$ cat src/rtl/sync_fifo_pkg.sv
// Shared sizing helpers and parameter-legality predicates for the sync_fifo family.
package sync_fifo_pkg;

  localparam int DEFAULT_DATA_WIDTH = 8;
  localparam int DEFAULT_DEPTH      = 16;

  function automatic int fifo_addr_w(input int depth);
    return $clog2(depth);
  endfunction

  // Pointers and count both need one bit beyond the address to reach DEPTH.
  function automatic int fifo_ptr_w(input int depth);
    return fifo_addr_w(depth) + 1;
  endfunction

  function automatic int fifo_cnt_w(input int depth);
    return fifo_addr_w(depth) + 1;
  endfunction

  function automatic bit fifo_depth_ok(input int depth);
    return (depth >= 2) && ((depth & (depth - 1)) == 0);
  endfunction

  function automatic bit fifo_afull_ok(input int depth, input int th);
    return (th >= 1) && (th <= depth);
  endfunction

  function automatic bit fifo_aempty_ok(input int depth, input int th);
    return (th >= 0) && (th <= depth - 1);
  endfunction

endpackage

$ cat src/rtl/sync_fifo_mem.sv
// Simple dual-port FIFO storage; registered read by default, asynchronous
// read when SYNC_FIFO_FWFT_EN is defined.
module sync_fifo_mem
  import sync_fifo_pkg::*;
#(
  parameter int DATA_WIDTH = DEFAULT_DATA_WIDTH,
  parameter int DEPTH      = DEFAULT_DEPTH,
  localparam int ADDR_W    = fifo_addr_w(DEPTH)
) (
  input  logic                  clk,
  input  logic                  rst_n,
  input  logic                  w_en,
  input  logic [ADDR_W-1:0]     w_addr,
  input  logic [DATA_WIDTH-1:0] w_data,
  input  logic                  r_en,
  input  logic [ADDR_W-1:0]     r_addr,
  output logic [DATA_WIDTH-1:0] r_data
);

  logic [DATA_WIDTH-1:0] mem [DEPTH];

  always_ff @(posedge clk) begin
    if (w_en) mem[w_addr] <= w_data;
  end

`ifdef SYNC_FIFO_FWFT_EN
  logic unused_ctrl;
  assign unused_ctrl = ^{rst_n, r_en};
  assign r_data      = mem[r_addr];
`else
  // Output register holds the last popped word between reads.
  always_ff @(posedge clk) begin
    if (!rst_n)    r_data <= '0;
    else if (r_en) r_data <= mem[r_addr];
  end
`endif

endmodule

$ cat src/rtl/sync_fifo_flags.sv
// Single-clock FIFO with occupancy count, threshold flags and error pulses.
// Define SYNC_FIFO_FWFT_EN for first-word-fall-through reads.
module sync_fifo_flags
  import sync_fifo_pkg::*;
#(
  parameter int DATA_WIDTH = DEFAULT_DATA_WIDTH,
  parameter int DEPTH      = DEFAULT_DEPTH,
  parameter int AFULL_TH   = DEPTH - 2,
  parameter int AEMPTY_TH  = 2,
  localparam int ADDR_W    = fifo_addr_w(DEPTH),
  localparam int PTR_W     = fifo_ptr_w(DEPTH),
  localparam int CNT_W     = fifo_cnt_w(DEPTH)
) (
  input  logic                  clk,
  input  logic                  rst_n,
  input  logic                  w_en,
  input  logic [DATA_WIDTH-1:0] data_in,
  input  logic                  r_en,
  output logic [DATA_WIDTH-1:0] data_out,
  output logic                  rd_valid,
  output logic                  full,
  output logic                  empty,
  output logic                  almost_full,
  output logic                  almost_empty,
  output logic [CNT_W-1:0]      count,
  output logic                  overflow,
  output logic                  underflow
);

  if (!fifo_depth_ok(DEPTH)) begin : g_bad_depth
    $error("sync_fifo_flags: DEPTH must be a power of two and >= 2");
  end
  if (!fifo_afull_ok(DEPTH, AFULL_TH)) begin : g_bad_afull
    $error("sync_fifo_flags: AFULL_TH must be in 1..DEPTH");
  end
  if (!fifo_aempty_ok(DEPTH, AEMPTY_TH)) begin : g_bad_aempty
    $error("sync_fifo_flags: AEMPTY_TH must be in 0..DEPTH-1");
  end

  logic [PTR_W-1:0] w_ptr, r_ptr;
  logic             wr_ok, rd_ok;

  assign wr_ok = w_en & ~full;
  assign rd_ok = r_en & ~empty;

  // Flags decode from the registered count only, so they never glitch.
  assign full         = (count == CNT_W'(DEPTH));
  assign empty        = (count == '0);
  assign almost_full  = (count >= CNT_W'(AFULL_TH));
  assign almost_empty = (count <= CNT_W'(AEMPTY_TH));

  always_ff @(posedge clk) begin
    if (!rst_n) begin
      w_ptr     <= '0;
      r_ptr     <= '0;
      count     <= '0;
      overflow  <= 1'b0;
      underflow <= 1'b0;
    end else begin
      if (wr_ok) w_ptr <= w_ptr + 1'b1;
      if (rd_ok) r_ptr <= r_ptr + 1'b1;
      case ({wr_ok, rd_ok})
        2'b10:   count <= count + 1'b1;
        2'b01:   count <= count - 1'b1;
        default: count <= count;
      endcase
      overflow  <= w_en & full;
      underflow <= r_en & empty;
    end
  end

`ifdef SYNC_FIFO_FWFT_EN
  assign rd_valid = ~empty;
`else
  always_ff @(posedge clk) begin
    if (!rst_n) rd_valid <= 1'b0;
    else        rd_valid <= rd_ok;
  end
`endif

  // Write strobe is masked during reset so reset wins over a same-cycle write.
  sync_fifo_mem #(
    .DATA_WIDTH (DATA_WIDTH),
    .DEPTH      (DEPTH)
  ) u_mem (
    .clk    (clk),
    .rst_n  (rst_n),
    .w_en   (wr_ok & rst_n),
    .w_addr (w_ptr[ADDR_W-1:0]),
    .w_data (data_in),
    .r_en   (rd_ok),
    .r_addr (r_ptr[ADDR_W-1:0]),
    .r_data (data_out)
  );

endmodule

$ cat config.mk
export PLATFORM = sky130hd
export DESIGN_NAME = sync_fifo_flags
export DESIGN_NICKNAME = d
export VERILOG_FILES = /design/src/rtl/sync_fifo_pkg.sv /design/src/rtl/sync_fifo_mem.sv /design/src/rtl/sync_fifo_flags.sv
export SDC_FILE = /design/constraint.sdc
export NUM_CORES = 1
export LEC_CHECK = 0
export ABC_AREA = 1
export CORE_MARGIN = 3
export CORE_UTILIZATION = 25
export CTS_BUF_LIST = sky130_fd_sc_hd__clkbuf_4 sky130_fd_sc_hd__clkbuf_8
export CTS_CLUSTER_DIAMETER = 80
export CTS_CLUSTER_SIZE = 28
export DETAILED_ROUTE_END_ITERATION = 7
export HOLD_SLACK_MARGIN = 0.1
export REMOVE_ABC_BUFFERS = 1
export SYNTH_ARGS = -nofsm -noshare
export SYNTH_HDL_FRONTEND = slang
export SYNTH_SLANG_ARGS = --single-unit
$ cat constraint.sdc
create_clock -name clk -period 2.7 [get_ports clk]
set_input_delay 0.54 -clock clk [delete_from_list [all_inputs] [get_ports clk]]
set_output_delay 0.54 -clock clk [all_outputs]
set_load 0.1 [all_outputs]
==> qor.yml <==
track_usage: 0.109
clock-root-buffer: "clkbuf_8"
crit_top_cell: "nand2_1"
synth_compound_area_frac: 0.0175
routabilityCongestion: 0.746
die_w_um: 169
initial_utilization: 0.255
cp.required_ps: 3080
critPathMaxStageDelay_ps: 430
synth-adder-area-share: 0.0199
cts_max_level: 4
antenna_cells: 0
maxCapViolCount: 0
start_kind: "flop"
dr.pass1.iters: 5
syn2layout_area_growth_pct: 16.4
synth-xor-area-share: 0.00527
p_leak_nw: 3.27
fillers: 2757
yosysTopAreaCell: "edfxtp_1"
syn_inst: 678
drc: 0
ys_seq_area_frac: 0.650
period_needed_ps: 2200
yosys.area_share.simple: 0.228
grt_pass1_vias: 4371
setup_viol: 0
peakVddDrop_v: 0.000499
synth_seq_cells: 152
overflow: 0
r2r_end: "count[4]$_SDFFE_PN0P_"
postCtsHoldBufs: 0
fp.dieArea_um2: 28600
cts_made_buffers: 17
regToRegSetupSlack_ps: 500
crit_type: "flop to flop"
hold_viol_final: 0
dpl_cell_area_um2: 7370
synth.top_cells.by_area: "edfxtp_1 58%, nand2_1 13%, dfxtp_1 7.2%"
min_path_type: "flop to flop"
min_from: "r_ptr[1]$_SDFFE_PN0P_"
final_layout_size_suffix_gt1_frac: 0.117
end_kind: "flop"
synth_top_family_by_area: "simple AND/OR/NAND/NOR gates"
drv_slew: 0
nets: 747
syn_area_per_cell_um2: 9.81
pin_count: 32
timing.fmax_ghz: 0.455
syn_area_um2: 6650
cts.path.max_buffers: 2
utilization: 0.296
yosys_warnings: 0
finalCritPeriodShare: 0.815
reg2reg_depth: 13
antenna_found_initial: 0
min_to: "r_ptr[1]$_SDFFE_PN0P_"
crit_path_cell_trace: "nor2_2 -> nand4_2 -> nand2_2 -> inv_2 -> ha_1 -> fa_1 -> a21oi_1 -> nor2_1 -> nor2_1 -> nand2_1 -> nand2_1 -> nand2_1 -> a21oi_1"
rows: 59
wl_per_cell_um: 13.9
drt_wl_total_mm: 14.9
status: "completed"
clk_pin_slew_ps: 90
post_cts.repair.setup_buffers: 0
clkSinkCount: 152
core_um2: 26100
fin_skew_ps: 10.2
cpMaxStageDelayCell: "fa_1"
dp_hpwl_mm: 9.13
hold_ws_ps: 484
port_buffers: 31
ys_types: 26
vias: 4544
rsz0062_at_grt: "false"
vias_per_cell: 4.23
first_iter_violations: 304
worst_slew_margin_rel: 0.509
worstHoldPathCells: 2
postCtsResizedCells: 0
synthMuxAreaShare: 0
worstSkewPairLatency_ps: 460
cp-startpoint: "count[1]$_SDFFE_PN0P_"
grt_max_degree: 67
die_h_um: 169
layout_common_cells: "226 x nand2_1, 128 x edfxtp_1, 93 x nand3_1, 89 x inv_1, 45 x buf_4"
path_max_fanout: 7
grt_pass1_wl_mm: 24.1
final_common_cell: "nand2_1"
cts_tree: "done"
reg2reg_from: "count[1]$_SDFFE_PN0P_"
antenna_left: 0
tightest_slew_ps: 737
p_per_area_nw_per_um2: 914
arrival_ps: 2580
finalInstanceArea_um2: 7750
synth_top_area_frac: 0.578
finalSetupTns_ps: 0
[worst max path at each step]
stage,slack (ps),end
after floorplan,-3410,almost_empty
after global placement,190,count[4]$_SDFFE_PN0P_
after detailed placement,180,count[4]$_SDFFE_PN0P_
after CTS,480,count[4]$_SDFFE_PN0P_
after global routing,230,count[4]$_SDFFE_PN0P_
final,500,count[4]$_SDFFE_PN0P_
[layer usage]
metal / GRT usage / share of wire / vias up
li1: - / - / 2280
met1: 0.142 / 0.45 / 2146
met2: 0.176 / 0.49 / 93
met3: 0.0222 / 0.042 / 25
met4: 0.0466 / 0.023 / 0
met5: 0 / 0 / -
[worst max-delay path, delay by kind of cell (launching register included)]
kind | cells | cell delay, ps
adders and majority gates | 2 | 700
and+or+nand+nor | 8 | 740
DFF | 1 | 400
AOI/OAI and AO/OA | 2 | 250
buffers and inverters | 1 | 50
[registers in the layout, indices dropped and copies added, names as in the netlist]
name,cells
rd_valid,1
u_mem.mem,128
count,5
overflow,1
w_ptr,4
r_ptr,4
underflow,1
u_mem.r_data,8
[power breakdown]
group | switching [mW] | leakage [nW] | internal, mW
clock | 0.905 | 0.182 | 0.745
sequential | 0.0970 | 1.35 | 2.67
combinational | 2.01 | 1.74 | 0.659
total | 3.01 | 3.27 | 4.08
[Yosys cell counts]
master and instances:
a2111oi_0 1, a21oi_1 12, buf_1 1, buf_2 13
buf_4 9, buf_6 2, clkbuf_1 4, clkinv_1 2
dfxtp_1 24, edfxtp_1 128, fa_1 1, ha_1 9
inv_1 89, inv_2 3, nand2_1 226, nand2_2 2
nand3_1 93, nand4_1 1, nand4_2 1, nor2_1 41
nor2_2 1, nor3_1 1, nor3b_1 1, o21ai_0 8
o21bai_1 1, xor2_1 4
[stage by stage]
stage,instances,setup WS [ps],power [mW]
floorplan,649,-3410,4.74
global placement,1041,195,5.50
detailed placement,1041,180,5.51
CTS,1073,478,7.16
global route,1073,228,7.52
finish,1073,500,7.08
[area by class of cell]
type	count	area (um^2)	area share
flip-flops and latches	152	4330	0.558
multi-input cells	403	1800	0.233
repair buffers	57	468	0.0604
well taps	335	419	0.0541
inverters	94	353	0.0455
clock buffers	17	234	0.0302
clock inverters	15	145	0.0187
[cell families (layout without fill, tap and decap cells)]
group                    after synthesis  in the layout
AO/OA/AOI/OAI                         22             22
flip-flops                           152            152
adder cells (fa/ha/maj)               10             10
buffers and inverters                123            183
XOR/XNOR                               4              4
AND/OR/NAND/NOR                      367            367
No activity file was read; power rests on OpenSTA's default activity.
